[src/rtl/fpu_cmp_pkg.sv]
// Shared definitions for the FPU ordering comparators: sequencer states,
// default float geometry and field-level classification helpers.
package fpu_cmp_pkg;

    localparam int DEF_PRECISION     = 32;
    localparam int DEF_EXP_SIZE      = 8;
    localparam int DEF_MANTISSA_SIZE = 23;

    // Helpers take fields zero-extended to this width so one function body
    // serves every float geometry up to double precision.
    localparam int FIELD_W = 64;

    typedef enum logic [1:0] {
        IDLE     = 2'd0,
        CLASSIFY = 2'd1,
        SCAN     = 2'd2,
        DONE     = 2'd3
    } state_t;

    // NaN: exponent field all ones with a non-zero mantissa.
    function automatic logic is_nan(
        input logic [FIELD_W-1:0] exp_field,
        input logic [FIELD_W-1:0] exp_all_ones,
        input logic [FIELD_W-1:0] man_field
    );
        return (exp_field == exp_all_ones) && (man_field != '0);
    endfunction

    // Zero of either sign: every magnitude bit clear.
    function automatic logic is_zero(
        input logic [FIELD_W-1:0] magnitude
    );
        return (magnitude == '0);
    endfunction

endpackage

[src/rtl/fp_classify.sv]
// Combinational classifier for one IEEE-754 operand: sign, NaN and zero flags.
module fp_classify
    import fpu_cmp_pkg::*;
#(
    parameter int precision     = DEF_PRECISION,
    parameter int exp_size      = DEF_EXP_SIZE,
    parameter int mantissa_size = DEF_MANTISSA_SIZE
) (
    input  logic [precision-1:0] i_fp,
    output logic                 o_sign,
    output logic                 o_is_nan,
    output logic                 o_is_zero
);

    localparam logic [FIELD_W-1:0] EXP_ALL_ONES = (64'd1 << exp_size) - 64'd1;

    logic [FIELD_W-1:0] w_exp;
    logic [FIELD_W-1:0] w_man;
    logic [FIELD_W-1:0] w_mag;

    assign w_exp = {{(FIELD_W-exp_size){1'b0}}, i_fp[precision-2 -: exp_size]};
    assign w_man = {{(FIELD_W-mantissa_size){1'b0}}, i_fp[mantissa_size-1:0]};
    assign w_mag = {{(FIELD_W-precision+1){1'b0}}, i_fp[precision-2:0]};

    assign o_sign    = i_fp[precision-1];
    assign o_is_nan  = is_nan(w_exp, EXP_ALL_ONES, w_man);
    assign o_is_zero = is_zero(w_mag);

endmodule

[src/rtl/lesser_seq.sv]
// Multi-cycle IEEE-754 a <= b comparator with start/done handshake.
// Special cases resolve in one classify cycle; otherwise magnitudes are
// compared bit-serially MSB first under a down-counter.
// Optional macro LESSER_EARLY_EXIT_EN: leave the scan at the first differing
// bit instead of always walking every magnitude bit (result is identical).
module lesser_seq
    import fpu_cmp_pkg::*;
#(
    parameter int precision     = DEF_PRECISION,
    parameter int exp_size      = DEF_EXP_SIZE,
    parameter int mantissa_size = DEF_MANTISSA_SIZE
) (
    input  logic                 clk,
    input  logic                 reset,
    input  logic                 start,
    input  logic [precision-1:0] fp_a,
    input  logic [precision-1:0] fp_b,
    output logic                 busy,
    output logic                 res,
    output logic                 nan_exception,
    output logic                 done
);

    localparam int               CNT_W   = $clog2(precision);
    localparam logic [CNT_W-1:0] CNT_TOP = CNT_W'(precision - 2);

    state_t r_state;
    state_t w_next_state;

    logic [precision-1:0] r_a;
    logic [precision-1:0] r_b;
    logic [CNT_W-1:0]     r_cnt;
    logic                 r_res;
    logic                 r_nan;
    logic                 r_found;

    logic w_sign_a;
    logic w_sign_b;
    logic w_nan_a;
    logic w_nan_b;
    logic w_zero_a;
    logic w_zero_b;
    logic w_special;
    logic w_bit_a;
    logic w_bit_b;
    logic w_bit_diff;
    logic w_last_bit;
    logic w_scan_exit;

    fp_classify #(
        .precision    (precision),
        .exp_size     (exp_size),
        .mantissa_size(mantissa_size)
    ) u_class_a (
        .i_fp     (r_a),
        .o_sign   (w_sign_a),
        .o_is_nan (w_nan_a),
        .o_is_zero(w_zero_a)
    );

    fp_classify #(
        .precision    (precision),
        .exp_size     (exp_size),
        .mantissa_size(mantissa_size)
    ) u_class_b (
        .i_fp     (r_b),
        .o_sign   (w_sign_b),
        .o_is_nan (w_nan_b),
        .o_is_zero(w_zero_b)
    );

    // Any of these decides the result without a magnitude scan.
    assign w_special = w_nan_a | w_nan_b | (w_zero_a & w_zero_b) | (w_sign_a ^ w_sign_b);

    assign w_bit_a    = r_a[r_cnt];
    assign w_bit_b    = r_b[r_cnt];
    assign w_bit_diff = w_bit_a ^ w_bit_b;
    assign w_last_bit = (r_cnt == '0);

`ifdef LESSER_EARLY_EXIT_EN
    assign w_scan_exit = w_last_bit | w_bit_diff;
`else
    assign w_scan_exit = w_last_bit;
`endif

    // State register, abandoned immediately on reset.
    always_ff @(posedge clk or negedge reset) begin
        if (!reset) begin
            r_state <= IDLE;
        end else begin
            r_state <= w_next_state;
        end
    end

    // Next-state selection; start is only honoured from IDLE.
    always_comb begin
        w_next_state = r_state;
        unique case (r_state)
            IDLE: begin
                if (start) begin
                    w_next_state = CLASSIFY;
                end
            end
            CLASSIFY: begin
                if (w_special) begin
                    w_next_state = DONE;
                end else begin
                    w_next_state = SCAN;
                end
            end
            SCAN: begin
                if (w_scan_exit) begin
                    w_next_state = DONE;
                end
            end
            DONE: begin
                w_next_state = IDLE;
            end
            default: begin
                w_next_state = IDLE;
            end
        endcase
    end

    // Operand capture, classification result, serial scan and sticky decision.
    always_ff @(posedge clk or negedge reset) begin
        if (!reset) begin
            r_a     <= '0;
            r_b     <= '0;
            r_cnt   <= '0;
            r_res   <= 1'b0;
            r_nan   <= 1'b0;
            r_found <= 1'b0;
        end else begin
            case (r_state)
                IDLE: begin
                    if (start) begin
                        r_a     <= fp_a;
                        r_b     <= fp_b;
                        r_res   <= 1'b0;
                        r_nan   <= 1'b0;
                        r_found <= 1'b0;
                    end
                end
                CLASSIFY: begin
                    if (w_nan_a | w_nan_b) begin
                        r_res <= 1'b0;
                        r_nan <= 1'b1;
                    end else if (w_zero_a & w_zero_b) begin
                        r_res <= 1'b1;
                    end else if (w_sign_a ^ w_sign_b) begin
                        r_res <= w_sign_a;
                    end else begin
                        r_cnt <= CNT_TOP;
                    end
                end
                SCAN: begin
                    if (!r_found && w_bit_diff) begin
                        r_res   <= (~w_bit_a) ^ w_sign_a;
                        r_found <= 1'b1;
                    end else if (!r_found && w_last_bit) begin
                        r_res <= 1'b1;
                    end
                    if (!w_last_bit) begin
                        r_cnt <= r_cnt - 1'b1;
                    end
                end
                default: begin
                end
            endcase
        end
    end

    // Handshake and result outputs decoded from state and held registers.
    always_comb begin
        busy          = (r_state != IDLE);
        done          = (r_state == DONE);
        res           = r_res;
        nan_exception = r_nan;
    end

endmodule

[config.mk]
export PLATFORM = sky130hd
export DESIGN_NAME = lesser_seq
export DESIGN_NICKNAME = d
export VERILOG_FILES = /design/src/rtl/fpu_cmp_pkg.sv /design/src/rtl/fp_classify.sv /design/src/rtl/lesser_seq.sv
export SDC_FILE = /design/constraint.sdc
export NUM_CORES = 1
export LEC_CHECK = 0
export ABC_CLOCK_PERIOD_IN_PS = 2700
export BUFFER_PORTS_ARGS = -buffer_cell sky130_fd_sc_hd__clkbuf_2
export CAP_MARGIN = 20
export CORE_MARGIN = 2
export CORE_UTILIZATION = 56
export CTS_CLUSTER_DIAMETER = 40
export CTS_CLUSTER_SIZE = 8
export DETAILED_ROUTE_END_ITERATION = 12
export GPL_ROUTABILITY_DRIVEN = 0
export GPL_TIMING_DRIVEN = 1
export HOLD_SLACK_MARGIN = 0.05
export PLACE_DENSITY_LB_ADDON = 0.2
export SLEW_MARGIN = 20
export SYNTH_ARGS = -nofsm -noshare
export SYNTH_HDL_FRONTEND = slang
export SYNTH_SLANG_ARGS = --single-unit
[constraint.sdc]
create_clock -name clk -period 2.7 [get_ports clk]
set_clock_uncertainty 0.1 [all_clocks]
set_input_delay 0.405 -clock clk [delete_from_list [all_inputs] [get_ports clk]]
set_output_delay 0.405 -clock clk [all_outputs]
set_load 0.02 [all_outputs]
==> results of run 1 <==
routing by layer:
layer | GRT usage, % | up-vias | part of all wire (%)
li1 | - | 1293 | -
met3 | 5.69 | 12 | 6.0
met5 | 0 | - | 0
met1 | 33.4 | 1348 | 45
met2 | 36.4 | 97 | 48
met4 | 7.81 | 0 | 1.5
kinds of logic after synthesis:
kind of cell    Yosys count  synth area share [%]
xor+xnor                  3                 0.683
mux                      89                  29.7
buf+inv                  23                  2.93
fa+ha+maj                 8                  2.60
flops                    74                  48.1
compound gates           24                  4.26
simple gates             82                  11.7
how the worst min path moves through the flow:
| stage | startpoint | end | slack, ps |
|---|---|---|---|
| 2_1_floorplan | reset | nan_exception$_DFFE_PN0P_ | 9 |
| 3_3_place_gp | reset | r_a[3]$_DFFE_PN0P_ | 370 |
| 3_5_place_dp | reset | r_a[3]$_DFFE_PN0P_ | 370 |
| 4_1_cts | fp_b[26] | r_b[26]$_DFFE_PN0P_ | 180 |
| 5_1_grt | fp_b[27] | r_b[27]$_DFFE_PN0P_ | 170 |
| 6_report | fp_a[15] | r_a[15]$_DFFE_PN0P_ | 190 |
layout make-up:
type / instances / area share [%]
clock inverter: 5 / 1.19
clock buffer: 11 / 3.13
timing repair buffer: 79 / 9.85
tap: 80 / 2.21
multi-input combinational: 206 / 41.9
sequential: 74 / 41.0
inverter: 9 / 0.747
synthesized netlist by cell type (2+ instances only):
| library cell | instances |
|---|---|
| a21oi_1 | 2 |
| buf_6 | 2 |
| mux4_2 | 7 |
| inv_1 | 9 |
| ha_1 | 8 |
| nor2_1 | 17 |
| xor2_1 | 2 |
| nand3_1 | 7 |
| o21ai_1 | 3 |
| clkbuf_1 | 7 |
| nor4_1 | 17 |
| dfrtp_1 | 74 |
| nand2_1 | 10 |
| mux2i_1 | 11 |
| nand4_1 | 12 |
| o41ai_1 | 2 |
| buf_2 | 3 |
| or4_1 | 3 |
| buf_4 | 2 |
| nand2b_1 | 3 |
| mux2_2 | 65 |
| mux4_1 | 5 |
| nor2b_1 | 2 |
| nor3_1 | 3 |
| a22oi_1 | 3 |
| o31ai_1 | 3 |
| o21ai_0 | 4 |
flip-flops by register name, summed over array words and instances (netlist names):
register / cells
r_b: 32
r_cnt: 5
nan_exception: 1
r_state: 2
r_found: 1
r_a: 32
res: 1
per-stage QoR:
step                      area, um^2  setup slack, ps
after CTS                       4510             61.2
after floorplan                 3850              477
after detailed placement        4310             76.6
after global placement          4310              177
final                           4520             53.7
after global routing            4520             3.71
power groups by stage:
stage	registers (mW)	logic (mW)	clock network (mW)
floorplan	2.00	1.87	0
global placement	2.26	2.15	0
detailed placement	2.28	2.21	0
CTS	2.26	2.22	0.869
global route	2.35	2.45	0.923
finish	2.27	2.25	0.851
what timing repair did:
item / 4_1_cts / 5_1_grt
endpoints found under the setup margin: 0 / 1
endpoints found under the hold margin: 74 / 0
setup buffers: 0 / 0
resized for setup: 0 / 3
hold buffers: 1 / 0
worst max-delay path, stage by stage, from the launching register on:
cell and delay [ps]:
dfrtp_1 420, nor4_1 320, nand4_1 220, nor4_1 500, nand2b_1 260, o21a_1 280, nor2_1 110, mux2_1 340
==> impl_results.md, run 1 <==
- Pwr/cell area: between 1000 and 1500 nW/um^2
- Crit path capture: r_cnt[1]$_DFFE_PN0P_
- Register area: 1850 um^2
- Synth async-reset ratio: 100%
- Sw frac: a little under two fifths
- Power share of the clock group: 15.8%
- H-tree depth: 3
- Clock Sinks: 74
- Synth area leader: dfrtp_1
- Largest cells by area after synthesis: dfrtp_1 48%, mux2_2 19%, mux4_2 4.1%
- Overall power: 5.38 mW
- Initial antenna violation count: 0
- First-pass GRT wire length: 13,800 um
- Yosys top cell area share: 48.1%
- Die height: 86.9 um
- Share of layout cells above drive strength 1: 45.1%
- Fmax: 378 MHz
- Worst slew pin tran: 485 ps
- Root buffer cell: clkbuf_8
- Critical path arrival: 2770 ps
- Worst hold path class: primary input to flip-flop
- Syn_nets: 378
- Clk_lat worst skew: 350 ps
- I/O Buffers: 70
- Detailed Route Iter0 Violations: 150
- Worst-path clk slew: 80 ps
- CP max FO: 8
- Hold Path Depth: 2
- Vias: 2,750
- Total CTS buffers: 9
- Largest net degree at the start of global routing: 75
- RR Startpoint: r_b[18]$_DFFE_PN0P_
- Post-route ant nets: 0
- Max Cap Violations: 0
- Vias per inst: approximately 6
- Post-synthesis cell type count: 44
- Dominant synthesized flop cell: dfrtp_1
- Die area: 7550 um^2
- Setup violators final: 0
- Comb power frac: 41.9%
- Post-Syn Area: 3850 um^2
- Fill count: 527
- Psw: 2.00 mW
- TNS Setup: 0 ps
- Final Max Slew Viols: 0
- Critical path type: flip-flop to flip-flop
- Final Non-Filler Cells: about 460
- Die width: 86.9 um
- Fin util: 67.3%
- Synth warn: 0
- Mapped Cells: between 300 and 400
- CP required: 2830 ps
- Gr usage total: 23.7%
- RSZ-0062 raised after global routing: false
- Sequential-to-total area share from yosys stat: 48.1%
- Hold_ws: 186 ps
- CP startpoint: r_b[18]$_DFFE_PN0P_
- Internal power: between 3 and 4 mW
- Tcrit/Tclk final: 98.0%
- Grt ovf: 0
- Static Leakage: 2.01 nW
- Nature of the critical path endpoint: flip-flop
- Num ports: 71
- Nets@finish: 454
- Count of final hold-check violations: 0
- Commonest non-fill, non-tap cell in the layout: dfrtp_1
- VDD IR-drop max: 0.000626 V
- Remaining DRCs: 0
- CTS tree: done
- R2R setup slack: 50 ps
- Worst relative slew slack: 67.3%
- Row count: 30
- Commonest cells after routing, fill and taps aside: 72 x dfrtp_1, 69 x clkbuf_2, 65 x mux2_2, 17 x nor2_1, 17 x nor4_1
- DR WL/cell: 18.0 um
- Placed instance count: 447
- Area of the multi-input gates: 1890 um^2
- Syn Area/Cell: 12.7 um^2
- EDFF count, synth: 0
- Worst r2r path cells: 7
- Max Buffers Root-to-Sink: 2
- Initial core utilization: approximately 57%
- Area grow syn2layout: 17.5%
- Minimum clock period: approximately 2600 ps
- Vias in the first global route: between 2,000 and 3,000
- Flop pwr share: 42.3%
- Initial DRT Pass Iterations: 4
- Outcome: complete, no violations
- Critical Path Source Type: flip-flop
- Number of diodes: 0
- DPL Wire Length: 6080 um
- Core area: 6720 um^2
- Final wirelength: between 8000 and 9000 um
- RR Endpoint: r_cnt[1]$_DFFE_PN0P_
- Flops & latches, synth: 74
Note: power is estimated with default switching activity, not from simulation.
==> run 2: changes to the inputs <==
--- a/config.mk
+++ b/config.mk
@@ -17,6 +17,7 @@
 export GPL_TIMING_DRIVEN = 1
 export HOLD_SLACK_MARGIN = 0.05
 export PLACE_DENSITY_LB_ADDON = 0.2
+export REMOVE_ABC_BUFFERS = 1
 export SLEW_MARGIN = 20
 export SYNTH_ARGS = -nofsm -noshare
 export SYNTH_HDL_FRONTEND = slang
==> run 2 against run 1 <==
  * Die area is the same
  * Fmax grew 6.1%
  * Highest routed layer unchanged
  * Sequential share of layout area grew 0.25 points
  * Largest cell class unchanged
  * Via count grew 1.8%
==> impl_results.md, run 2 (synthesis gave the netlist of run 1 again) <==
- Crit path capture: res$_DFFE_PN0P_
- DR WL/cell: 17.2 um (-4.1%)
- Fmax: 401 MHz (+6.1%)
- CTS tree: done
- Final wirelength: 8010 um (-3.9%)
- Die area: 7550 um^2 (unchanged)
- Register area: 1850 um^2 (about the same)
- Max Cap Violations: 0 (unchanged)
- Final Non-Filler Cells: 465 (+0.22%)
- Cell area after layout: 4490 um^2 (-0.66%)
- Critical Path Source Type: flip-flop
- Hold_ws: 174 ps (-12.5 ps)
- RR Startpoint: r_cnt[4]$_DFFE_PN0P_
- RSZ-0062 raised after global routing: false
- First-pass GRT wire length: 13,300 um (-4.2%)
- H-tree depth: 3 (unchanged)
- Max Buffers Root-to-Sink: 2 (unchanged)
- DPL Wire Length: 6070 um (-0.11%)
- Tcrit/Tclk final: 92.4% (-5.6 points)
- Commonest non-fill, non-tap cell in the layout: dfrtp_1
- R2R setup slack: 200 ps (+150 ps)
- Outcome: complete, no violations
- Num ports: 71 (unchanged)
- Setup violators final: 0 (unchanged)
- Total CTS buffers: 9 (unchanged)
- Commonest cells after routing, fill and taps aside: 73 x dfrtp_1, 69 x clkbuf_2, 65 x mux2_2, 17 x nor2_1, 17 x nor4_1
- I/O Buffers: 70 (unchanged)
- Worst relative slew slack: 67.3% (about the same)
- Worst r2r path cells: 7 (unchanged)
- Vias per inst: 6.02 (+1.6%)
- Detailed Route Iter0 Violations: 178 (+19%)
- Count of final hold-check violations: 0 (unchanged)
- CP required: 2840 ps (about the same)
- Die width: 86.9 um (unchanged)
- Share of layout cells above drive strength 1: 44.7% (-0.38 points)
- Critical path type: flip-flop to flip-flop
- Placed instance count: 448 (+0.22%)
- Post-route ant nets: 0 (unchanged)
- Biggest regs: r_a (32), r_b (32), r_cnt (5)
- Pwr/cell area: 1170 nW/um^2 (-1.9%)
- Area of placed instances: 4300 um^2 (-0.12%)
- Worst-path clk slew: 90 ps (about the same)
- Nets@finish: 455 (+0.22%)
- Final Max Slew Viols: 0 (unchanged)
- Critical path arrival: 2640 ps (-130 ps)
- Root buffer cell: clkbuf_8
- Row count: 30 (unchanged)
- Initial core utilization: 57.3% (unchanged)
- CP startpoint: r_cnt[4]$_DFFE_PN0P_
- Initial antenna violation count: 0 (unchanged)
- Vias in the first global route: 2,779 (-0.32%)
- Worst hold path class: primary input to flip-flop
- Clock Sinks: 74 (unchanged)
- Worst slew pin tran: 485 ps (+0.172 ps)
- CP max FO: 5 (-3)
- Clk_lat worst skew: 360 ps (about the same)
- RR Endpoint: res$_DFFE_PN0P_
- Static Leakage: 2.00 nW (-0.81%)
- Area of the multi-input gates: 1890 um^2 (-0.40%)
- VDD IR-drop max: 0.000635 V (+1.4%)
- Post-CTS Setup Bufs: 0 (unchanged)
- Remaining DRCs: 0 (unchanged)
- Fill count: 522 (-0.95%)
- Number of diodes: 0 (unchanged)
- Nature of the critical path endpoint: flip-flop
- Grt ovf: 0 (unchanged)
- Core area: 6720 um^2 (unchanged)
- Die height: 86.9 um (unchanged)
- Fin util: 66.9% (-0.45 points)
- Initial DRT Pass Iterations: 5 (+1)
- Minimum clock period: 2500 ps (-151 ps)
- Largest net degree at the start of global routing: 67 (-11%)
- Area grow syn2layout: 16.7%
- Vias: 2,799 (+1.8%)
- Gr usage total: 22.9% (-0.84 points)
[run 2: worst min-delay path by stage]
stage / start / end / slack (ps) / depth (start not counted)
2_1_floorplan: reset / nan_exception$_DFFE_PN0P_ / 9 / 0
3_3_place_gp: reset / r_a[0]$_DFFE_PN0P_ / 260 / 1
3_5_place_dp: reset / r_a[3]$_DFFE_PN0P_ / 270 / 1
4_1_cts: fp_b[15] / r_b[15]$_DFFE_PN0P_ / 160 / 2
5_1_grt: fp_b[9] / r_b[9]$_DFFE_PN0P_ / 160 / 2
6_report: fp_b[21] / r_b[21]$_DFFE_PN0P_ / 170 / 2
[run 2: layout make-up]
type	instances	area share (%)
Multi-Input combinational cell	206	42.0
Sequential cell	74	41.2
Timing Repair Buffer	80	9.80
Clock buffer	10	2.84
Tap cell	80	2.23
Clock inverter	6	1.14
Inverter	9	0.752
[run 2: through the flow]
| stage | total power [mW] | setup slack (ps) | TNS (ps) |
|---|---|---|---|
| CTS | 5.26 | 87.5 | 0 |
| detailed placement | 4.48 | 126 | 0 |
| global placement | 4.39 | 145 | 0 |
| floorplan | 3.83 | -58.2 | -3720 |
| finish | 5.24 | 205 | 0 |
| global route | 5.62 | 20.4 | 0 |
[run 2: timing repair]
| item | CTS | global route |
|---|---|---|
| setup endpoints to repair | 0 | 1 |
| endpoints found under the hold margin | 17 | 0 |
| resized for setup | 0 | 1 |
| hold buffers | 1 | 0 |
[run 2: power breakdown]
part / switching [mW] / total (mW) / internal (mW)
Sequential: 0.571 / 2.24 / 1.67
Clock: 0.427 / 0.772 / 0.344
Combinational: 0.991 / 2.23 / 1.24
[run 2: metal layers]
layer / GRT usage, % / vias up / wire, um
met5: 0 / - / 0
li1: - / 1306 / -
met3: 5.88 / 13 / 477
met2: 38.1 / 110 / 3890
met1: 29.1 / 1370 / 3500
met4: 7.95 / 0 / 145
[run 2: critical path, cell delays in order, from the launching register on]
cell and delay, ps:
dfrtp_1 540, mux4_2 590, o211ai_2 160, nand4_1 110, nor2_2 190, xor2_1 280, nor4_1 110, o41ai_1 310
